<file path="src/rtl/mem_arbiter_if.sv">
// Bundles the IFU, LSU and memory-side signals of the memory arbiter.
// master: the arbiter's own view. slave: the environment (requesters plus memory).
// Pure wiring, no logic.
interface mem_arbiter_if;
    // IFU request/response
    logic        ifu_req;
    logic [31:0] ifu_addr;
    logic        ifu_gnt;
    logic        ifu_rvalid;
    logic [31:0] ifu_rdata;
    logic        ifu_err;
    // LSU request/response
    logic        lsu_req;
    logic        lsu_we;
    logic [31:0] lsu_addr;
    logic [31:0] lsu_wdata;
    logic [3:0]  lsu_wmask;
    logic        lsu_gnt;
    logic        lsu_rvalid;
    logic        lsu_bvalid;
    logic [31:0] lsu_rdata;
    logic        lsu_err;
    // memory request/response
    logic        mem_valid;
    logic        mem_ready;
    logic        mem_we;
    logic [31:0] mem_addr;
    logic [31:0] mem_wdata;
    logic [3:0]  mem_wmask;
    logic        mem_rvalid;
    logic [31:0] mem_rdata;
    logic        mem_bvalid;

    modport master (
        input  ifu_req, ifu_addr,
        input  lsu_req, lsu_we, lsu_addr, lsu_wdata, lsu_wmask,
        input  mem_ready, mem_rvalid, mem_rdata, mem_bvalid,
        output ifu_gnt, ifu_rvalid, ifu_rdata, ifu_err,
        output lsu_gnt, lsu_rvalid, lsu_bvalid, lsu_rdata, lsu_err,
        output mem_valid, mem_we, mem_addr, mem_wdata, mem_wmask
    );

    modport slave (
        output ifu_req, ifu_addr,
        output lsu_req, lsu_we, lsu_addr, lsu_wdata, lsu_wmask,
        output mem_ready, mem_rvalid, mem_rdata, mem_bvalid,
        input  ifu_gnt, ifu_rvalid, ifu_rdata, ifu_err,
        input  lsu_gnt, lsu_rvalid, lsu_bvalid, lsu_rdata, lsu_err,
        input  mem_valid, mem_we, mem_addr, mem_wdata, mem_wmask
    );
endinterface

</file>
<file path="src/rtl/mem_arbiter.sv">
// Round-robin arbiter sharing one memory port between IFU (reads) and LSU (reads/writes).
// Latency: gnt 1 cycle after the req edge, response 3 cycles after it at best; abort after TIMEOUT_CYC cycles.
// Backpressure: mem_valid and its payload hold until mem_ready; requests are sampled only while idle.
module mem_arbiter #(
    parameter int unsigned TIMEOUT_CYC = 255
) (
    input  logic          clk,
    input  logic          rst,
    mem_arbiter_if.master bus
);
    typedef enum logic [1:0] {IDLE, ISSUE, WAIT_RESP} state_t;
    typedef enum logic {OWN_IFU = 1'b0, OWN_LSU = 1'b1} owner_t;

    localparam logic [15:0] TMO_LIM = 16'(TIMEOUT_CYC);

    state_t      state, state_nxt;
    owner_t      owner, owner_nxt;
    owner_t      last_owner, last_owner_nxt;
    logic [15:0] cnt, cnt_nxt;

    logic        mem_valid_q, mem_valid_nxt;
    logic        mem_we_q, mem_we_nxt;
    logic [31:0] mem_addr_q, mem_addr_nxt;
    logic [31:0] mem_wdata_q, mem_wdata_nxt;
    logic [3:0]  mem_wmask_q, mem_wmask_nxt;
    logic        ifu_gnt_q, ifu_gnt_nxt;
    logic        ifu_rvalid_q, ifu_rvalid_nxt;
    logic        ifu_err_q, ifu_err_nxt;
    logic [31:0] ifu_rdata_q, ifu_rdata_nxt;
    logic        lsu_gnt_q, lsu_gnt_nxt;
    logic        lsu_rvalid_q, lsu_rvalid_nxt;
    logic        lsu_bvalid_q, lsu_bvalid_nxt;
    logic        lsu_err_q, lsu_err_nxt;
    logic [31:0] lsu_rdata_q, lsu_rdata_nxt;

    logic        pick_lsu;
    logic        tmo_hit;
    logic        done;
    logic        tmo_abort;

    // State register plus every registered output; reset clears all and hands the next tie to IFU.
    always_ff @(posedge clk or posedge rst) begin
        if (rst) begin
            state        <= IDLE;
            owner        <= OWN_IFU;
            last_owner   <= OWN_LSU;
            cnt          <= 16'd0;
            mem_valid_q  <= 1'b0;
            mem_we_q     <= 1'b0;
            mem_addr_q   <= 32'd0;
            mem_wdata_q  <= 32'd0;
            mem_wmask_q  <= 4'd0;
            ifu_gnt_q    <= 1'b0;
            ifu_rvalid_q <= 1'b0;
            ifu_err_q    <= 1'b0;
            ifu_rdata_q  <= 32'd0;
            lsu_gnt_q    <= 1'b0;
            lsu_rvalid_q <= 1'b0;
            lsu_bvalid_q <= 1'b0;
            lsu_err_q    <= 1'b0;
            lsu_rdata_q  <= 32'd0;
        end else begin
            state        <= state_nxt;
            owner        <= owner_nxt;
            last_owner   <= last_owner_nxt;
            cnt          <= cnt_nxt;
            mem_valid_q  <= mem_valid_nxt;
            mem_we_q     <= mem_we_nxt;
            mem_addr_q   <= mem_addr_nxt;
            mem_wdata_q  <= mem_wdata_nxt;
            mem_wmask_q  <= mem_wmask_nxt;
            ifu_gnt_q    <= ifu_gnt_nxt;
            ifu_rvalid_q <= ifu_rvalid_nxt;
            ifu_err_q    <= ifu_err_nxt;
            ifu_rdata_q  <= ifu_rdata_nxt;
            lsu_gnt_q    <= lsu_gnt_nxt;
            lsu_rvalid_q <= lsu_rvalid_nxt;
            lsu_bvalid_q <= lsu_bvalid_nxt;
            lsu_err_q    <= lsu_err_nxt;
            lsu_rdata_q  <= lsu_rdata_nxt;
        end
    end

    // Next-state and next-output logic: arbitrate in IDLE, hold the request in ISSUE, await the response.
    always_comb begin
        state_nxt      = state;
        owner_nxt      = owner;
        last_owner_nxt = last_owner;
        cnt_nxt        = cnt;
        mem_valid_nxt  = 1'b0;
        mem_we_nxt     = mem_we_q;
        mem_addr_nxt   = mem_addr_q;
        mem_wdata_nxt  = mem_wdata_q;
        mem_wmask_nxt  = mem_wmask_q;
        ifu_gnt_nxt    = 1'b0;
        ifu_rvalid_nxt = 1'b0;
        ifu_err_nxt    = 1'b0;
        ifu_rdata_nxt  = ifu_rdata_q;
        lsu_gnt_nxt    = 1'b0;
        lsu_rvalid_nxt = 1'b0;
        lsu_bvalid_nxt = 1'b0;
        lsu_err_nxt    = 1'b0;
        lsu_rdata_nxt  = lsu_rdata_q;
        // LSU wins when alone, or on a tie when IFU owned the previous transaction.
        pick_lsu       = bus.lsu_req && (!bus.ifu_req || last_owner == OWN_IFU);
        tmo_hit        = (cnt + 16'd1) == TMO_LIM;
        done           = 1'b0;
        tmo_abort      = 1'b0;

        case (state)
            IDLE: begin
                if (bus.ifu_req || bus.lsu_req) begin
                    state_nxt     = ISSUE;
                    cnt_nxt       = 16'd0;
                    mem_valid_nxt = 1'b1;
                    if (pick_lsu) begin
                        owner_nxt     = OWN_LSU;
                        lsu_gnt_nxt   = 1'b1;
                        mem_we_nxt    = bus.lsu_we;
                        mem_addr_nxt  = bus.lsu_addr;
                        mem_wdata_nxt = bus.lsu_wdata;
                        mem_wmask_nxt = bus.lsu_wmask;
                    end else begin
                        owner_nxt     = OWN_IFU;
                        ifu_gnt_nxt   = 1'b1;
                        mem_we_nxt    = 1'b0;
                        mem_addr_nxt  = bus.ifu_addr;
                        mem_wdata_nxt = 32'd0;
                        mem_wmask_nxt = 4'd0;
                    end
                end
            end
            ISSUE: begin
                cnt_nxt = cnt + 16'd1;
                // Timeout beats a coincident mem_ready: the transaction is already given up.
                if (tmo_hit) begin
                    tmo_abort = 1'b1;
                end else if (bus.mem_ready) begin
                    state_nxt = WAIT_RESP;
                end else begin
                    mem_valid_nxt = 1'b1;
                end
            end
            WAIT_RESP: begin
                cnt_nxt = cnt + 16'd1;
                // Only the response type matching the operation counts; completion beats timeout.
                if (mem_we_q ? bus.mem_bvalid : bus.mem_rvalid) begin
                    done = 1'b1;
                end else if (tmo_hit) begin
                    tmo_abort = 1'b1;
                end
            end
            default: begin
                state_nxt = IDLE;
            end
        endcase

        if (done || tmo_abort) begin
            state_nxt      = IDLE;
            last_owner_nxt = owner;
            if (owner == OWN_IFU) begin
                ifu_rvalid_nxt = 1'b1;
                ifu_err_nxt    = tmo_abort;
                ifu_rdata_nxt  = tmo_abort ? 32'd0 : bus.mem_rdata;
            end else if (mem_we_q) begin
                lsu_bvalid_nxt = 1'b1;
                lsu_err_nxt    = tmo_abort;
                if (tmo_abort) begin
                    lsu_rdata_nxt = 32'd0;
                end
            end else begin
                lsu_rvalid_nxt = 1'b1;
                lsu_err_nxt    = tmo_abort;
                lsu_rdata_nxt  = tmo_abort ? 32'd0 : bus.mem_rdata;
            end
        end
    end

    assign bus.mem_valid  = mem_valid_q;
    assign bus.mem_we     = mem_we_q;
    assign bus.mem_addr   = mem_addr_q;
    assign bus.mem_wdata  = mem_wdata_q;
    assign bus.mem_wmask  = mem_wmask_q;
    assign bus.ifu_gnt    = ifu_gnt_q;
    assign bus.ifu_rvalid = ifu_rvalid_q;
    assign bus.ifu_err    = ifu_err_q;
    assign bus.ifu_rdata  = ifu_rdata_q;
    assign bus.lsu_gnt    = lsu_gnt_q;
    assign bus.lsu_rvalid = lsu_rvalid_q;
    assign bus.lsu_bvalid = lsu_bvalid_q;
    assign bus.lsu_err    = lsu_err_q;
    assign bus.lsu_rdata  = lsu_rdata_q;
endmodule

</file>
<file path="src/flat_wrapper.sv">
// flat-port wrapper written by rule: the top's interface ports become plain ports
module mem_arbiter_flat 
#(
    parameter int unsigned TIMEOUT_CYC = 255
)
  (clk, rst, bus_ifu_req, bus_ifu_addr, bus_lsu_req, bus_lsu_we, bus_lsu_addr, bus_lsu_wdata, bus_lsu_wmask, bus_mem_ready, bus_mem_rvalid, bus_mem_rdata, bus_mem_bvalid, bus_ifu_gnt, bus_ifu_rvalid, bus_ifu_rdata, bus_ifu_err, bus_lsu_gnt, bus_lsu_rvalid, bus_lsu_bvalid, bus_lsu_rdata, bus_lsu_err, bus_mem_valid, bus_mem_we, bus_mem_addr, bus_mem_wdata, bus_mem_wmask);
  mem_arbiter_if bus_i ();
  input  logic clk;
  input  logic rst;
  input wire logic [$bits(bus_i.ifu_req)-1:0] bus_ifu_req;
  input wire logic [$bits(bus_i.ifu_addr)-1:0] bus_ifu_addr;
  input wire logic [$bits(bus_i.lsu_req)-1:0] bus_lsu_req;
  input wire logic [$bits(bus_i.lsu_we)-1:0] bus_lsu_we;
  input wire logic [$bits(bus_i.lsu_addr)-1:0] bus_lsu_addr;
  input wire logic [$bits(bus_i.lsu_wdata)-1:0] bus_lsu_wdata;
  input wire logic [$bits(bus_i.lsu_wmask)-1:0] bus_lsu_wmask;
  input wire logic [$bits(bus_i.mem_ready)-1:0] bus_mem_ready;
  input wire logic [$bits(bus_i.mem_rvalid)-1:0] bus_mem_rvalid;
  input wire logic [$bits(bus_i.mem_rdata)-1:0] bus_mem_rdata;
  input wire logic [$bits(bus_i.mem_bvalid)-1:0] bus_mem_bvalid;
  output wire logic [$bits(bus_i.ifu_gnt)-1:0] bus_ifu_gnt;
  output wire logic [$bits(bus_i.ifu_rvalid)-1:0] bus_ifu_rvalid;
  output wire logic [$bits(bus_i.ifu_rdata)-1:0] bus_ifu_rdata;
  output wire logic [$bits(bus_i.ifu_err)-1:0] bus_ifu_err;
  output wire logic [$bits(bus_i.lsu_gnt)-1:0] bus_lsu_gnt;
  output wire logic [$bits(bus_i.lsu_rvalid)-1:0] bus_lsu_rvalid;
  output wire logic [$bits(bus_i.lsu_bvalid)-1:0] bus_lsu_bvalid;
  output wire logic [$bits(bus_i.lsu_rdata)-1:0] bus_lsu_rdata;
  output wire logic [$bits(bus_i.lsu_err)-1:0] bus_lsu_err;
  output wire logic [$bits(bus_i.mem_valid)-1:0] bus_mem_valid;
  output wire logic [$bits(bus_i.mem_we)-1:0] bus_mem_we;
  output wire logic [$bits(bus_i.mem_addr)-1:0] bus_mem_addr;
  output wire logic [$bits(bus_i.mem_wdata)-1:0] bus_mem_wdata;
  output wire logic [$bits(bus_i.mem_wmask)-1:0] bus_mem_wmask;
  assign bus_i.ifu_req = bus_ifu_req;
  assign bus_i.ifu_addr = bus_ifu_addr;
  assign bus_i.lsu_req = bus_lsu_req;
  assign bus_i.lsu_we = bus_lsu_we;
  assign bus_i.lsu_addr = bus_lsu_addr;
  assign bus_i.lsu_wdata = bus_lsu_wdata;
  assign bus_i.lsu_wmask = bus_lsu_wmask;
  assign bus_i.mem_ready = bus_mem_ready;
  assign bus_i.mem_rvalid = bus_mem_rvalid;
  assign bus_i.mem_rdata = bus_mem_rdata;
  assign bus_i.mem_bvalid = bus_mem_bvalid;
  assign bus_ifu_gnt = bus_i.ifu_gnt;
  assign bus_ifu_rvalid = bus_i.ifu_rvalid;
  assign bus_ifu_rdata = bus_i.ifu_rdata;
  assign bus_ifu_err = bus_i.ifu_err;
  assign bus_lsu_gnt = bus_i.lsu_gnt;
  assign bus_lsu_rvalid = bus_i.lsu_rvalid;
  assign bus_lsu_bvalid = bus_i.lsu_bvalid;
  assign bus_lsu_rdata = bus_i.lsu_rdata;
  assign bus_lsu_err = bus_i.lsu_err;
  assign bus_mem_valid = bus_i.mem_valid;
  assign bus_mem_we = bus_i.mem_we;
  assign bus_mem_addr = bus_i.mem_addr;
  assign bus_mem_wdata = bus_i.mem_wdata;
  assign bus_mem_wmask = bus_i.mem_wmask;
  mem_arbiter #(.TIMEOUT_CYC(TIMEOUT_CYC)) u_core (.clk(clk), .rst(rst), .bus(bus_i));
endmodule
</file>
<file path="config.mk">
export PLATFORM = sky130hd
export DESIGN_NAME = mem_arbiter_flat
export DESIGN_NICKNAME = d
export VERILOG_FILES = /design/src/rtl/mem_arbiter_if.sv /design/src/rtl/mem_arbiter.sv /design/src/flat_wrapper.sv
export SDC_FILE = /design/constraint.sdc
export NUM_CORES = 1
export LEC_CHECK = 0
export CAP_MARGIN = 20
export CORE_MARGIN = 2
export CORE_UTILIZATION = 44
export CTS_BUF_LIST = sky130_fd_sc_hd__clkbuf_4 sky130_fd_sc_hd__clkbuf_8
export CTS_CLUSTER_SIZE = 25
export DETAILED_ROUTE_END_ITERATION = 8
export PLACE_DENSITY = 0.93
export SLEW_MARGIN = 10
export SYNTH_ARGS = -nofsm -noshare
export SYNTH_HDL_FRONTEND = slang
export SYNTH_SLANG_ARGS = --single-unit
</file>
<file path="constraint.sdc">
create_clock -name clk -period 7 [get_ports clk]
set_input_delay 1.4 -clock clk [delete_from_list [all_inputs] [get_ports clk]]
set_output_delay 1.4 -clock clk [all_outputs]
set_load 0.02 [all_outputs]
</file>
==> flow_summary.toml <==
[pwr]
peakVddDrop_mv = 0.288
leakage_nw = 4.78
power_w = 0.00455
p_per_area_nw_per_um2 = 451

[route]
drt_iter0_markers = 537
wl_um = 20400
drc_errors = 0
num_vias = 5885
drt_first_pass_iters = 8
vias_per_cell = 5.65
drtAntennaViolNets = 0
avgRoutedWirePerCell_um = 19.6

[place]
port_buffers = 280
dpl.hpwl_um = 14400
gp_congestion = 0.913

[synthesis]
yosys_warnings = 0
post-synth-top-count-cell = "dfrtp_1"
synth_common_cells = "dfrtp_1, inv_1, a22o_1"
synth_edf_count = 0
yosysSeqAreaShare_pct = 59.9
synth_nets = 719
synthArstFlopShare_pct = 100
syn-mean-instance-area_um2 = 11.7
synth.top_cells.by_area = "dfrtp_1, a22o_1, mux2i_1, a222oi_1, inv_1"
synth_cells = 574
synth_cell_types = 43
synth_top_area_share_pct = 59.5
synth_area_leader_cell = "dfrtp_1"
synth_ff_type = "dfrtp_1"
synth_area_um2 = 6720
ys_ff_latch = 161

[clock_network]
post-cts-setup-buffers = 0
insertion_delay_ps = 460
cts_buffers = 17
cts_resized = 0
cts_sinks = 161
cts_hold_buffers = 0
ctsLongestPathBuffers = 2
root_buffer = "clkbuf_8"
cts_tree = "yes"
path_clk_slew_ps = 90
cts_htree_levels = 4

[grt]
antenna_found_initial = 0
grt_max_degree = 99
grt_pass1_vias = 5988
grt.total_usage_pct = 25.1
grt_overflow = 0
grt_pass1_wl_um = 31700

[final_layout]
n_antenna_cell = 0
fin_util_pct = 66.8
drive_above_1_share_pct = 6.10
fin_nets = 985
area_delta_synth_final_pct = 50.0

[floorplanning]
initial_core_util_pct = 44.6
die-area_um2 = 16300
ioPinCount = 281
rows = 45
core_area_um2 = 15100
die_y_um = 128
die_x_um = 128

[critical_path]
cp_slowest_cell = "a21o_2"
critPathRequiredTime_ps = 7370
startpoint_type = "input pin"
crit_arrival_ps = 3840
cp_max_fo = 32
end_kind = "flip-flop"
worst_path_largest_cell_delay_ps = 790
cp_common_cell = "mux2i_1"
worstPathCellList = "clkdlybuf4s50_1 > mux2i_1 > and2_1 > o21ai_0 > or3_4 > a21o_2 > mux2i_1"
path_class = "input pin to flip-flop"
r2r_cells = 8

[sta]
slew_headroom_pct = 27.6
tns_ps = 0
period_needed_ps = 3480
rsz0062_at_grt = "no"
max_freq_mhz = 287
final-setup-viol-count = 0
drv_slew = 0
fin_crit_sh_pct = 49.7
tightest_slew_ps = 1080
hold_viol_final = 0
skew_ps = 13.3

[worst_hold_path]
whs_path_depth = 1
hp-class = "flip-flop to flip-flop"

[job]
maxCapViolations = 0

[run_status]
status = "finished, final reports clean"
[cell usage in the layout (no fill, tap or decap), types with 5 or more instances in the layout]
cell,netlist,final
a21o_1,6,5
a22o_1,69,69
inv_1,74,73
ha_1,5,5
buf_4,0,6
xnor2_1,5,5
clkdlybuf4s50_1,0,280
mux2i_1,33,33
dfrtp_1,160,160
nand2_1,55,55
nand3_1,6,6
nor4_1,8,8
a222oi_1,32,32
o21ai_0,17,17
nor2_1,6,6
o31ai_1,6,6
clkbuf_8,0,17
nand4_1,8,8
[power breakdown]
part / internal (W) / switching, W / leakage, nW
Clock: 0.000335 / 0.000378 / 0.204
Combinational: 0.00106 / 0.00118 / 2.57
Sequential: 0.00132 / 0.000268 / 2.00
Total: 0.00272 / 0.00183 / 4.78
[logic make-up (layout without fill, tap and decap cells)]
family	after synthesis	after routing	synth area share, %
DFF	161	161	59.9
AOI/OAI and AO/OA	153	153	19.0
and+or+nand+nor	101	101	7.33
buffers and inverters	114	393	6.98
adders and majority gates	5	5	0.930
xor gates and xnor gates	7	7	0.912
muxes	33	33	4.91
[flip-flops by register name (all words and copies together) (netlist names), 2 cells and up]
| name | cells |
|---|---|
| u_core.cnt | 16 |
| u_core.bus.mem_wmask | 4 |
| u_core.bus.mem_wdata | 32 |
| u_core.state | 2 |
| u_core.bus.mem_addr | 32 |
| u_core.bus.ifu_rdata | 32 |
| u_core.bus.lsu_rdata | 32 |
[layout make-up]
type                            instances  area [um^2]
Timing Repair Buffer                  287         2860
Multi-Input combinational cell        299         2260
Tap cell                              188          235
Sequential cell                       161         4030
Clock buffer                           18          241
Clock inverter                         14          175
Inverter                               74          283
Fill cell                            1035         5000
[stage by stage]
stage | area (um^2) | instances | hold WS, ps | setup WS (ps)
2_1_floorplan | 6720 | 574 | 470 | 1250
3_3_place_gp | 9650 | 1008 | 482 | 2980
3_5_place_dp | 9650 | 1008 | 480 | 2770
4_1_cts | 10100 | 1040 | 509 | 3230
5_1_grt | 10100 | 1041 | 522 | 3380
6_report | 10100 | 1041 | 507 | 3520
[routing by layer]
| metal | up-vias | global-route usage, % | wire length [um] |
|---|---|---|---|
| met4 | 0 | 12.2 | 783 |
| met2 | 324 | 42.2 | 10400 |
| li1 | 2616 | - | - |
| met1 | 2889 | 29.7 | 7560 |
| met3 | 56 | 6.95 | 1650 |
| met5 | - | 0 | 0 |
[critical path: cells and delay by family]
kind	cells	cell delay, ps
buffers and inverters	1	480
muxes	2	390
AOI/OAI and AO/OA	2	1120
and+or+nand+nor	2	410
[path summary, 6_finish.rpt]
path,from,slack (ps),end
worst max-delay path,bus_mem_rvalid,3520,u_core.bus.lsu_rdata[15]
worst min-delay path,u_core.bus.mem_wdata[30],510,u_core.bus.mem_wdata[30]
worst max register to register,u_core.cnt[1],3590,u_core.bus.lsu_rdata[15]
worst min register to register,u_core.bus.mem_wdata[30],510,u_core.bus.mem_wdata[30]
max in group asynchronous,rst,4130,u_core.bus.ifu_rdata[8]
min in group asynchronous,rst,1490,u_core.bus.mem_addr[15]
Note: power is estimated with default switching activity, not from simulation.
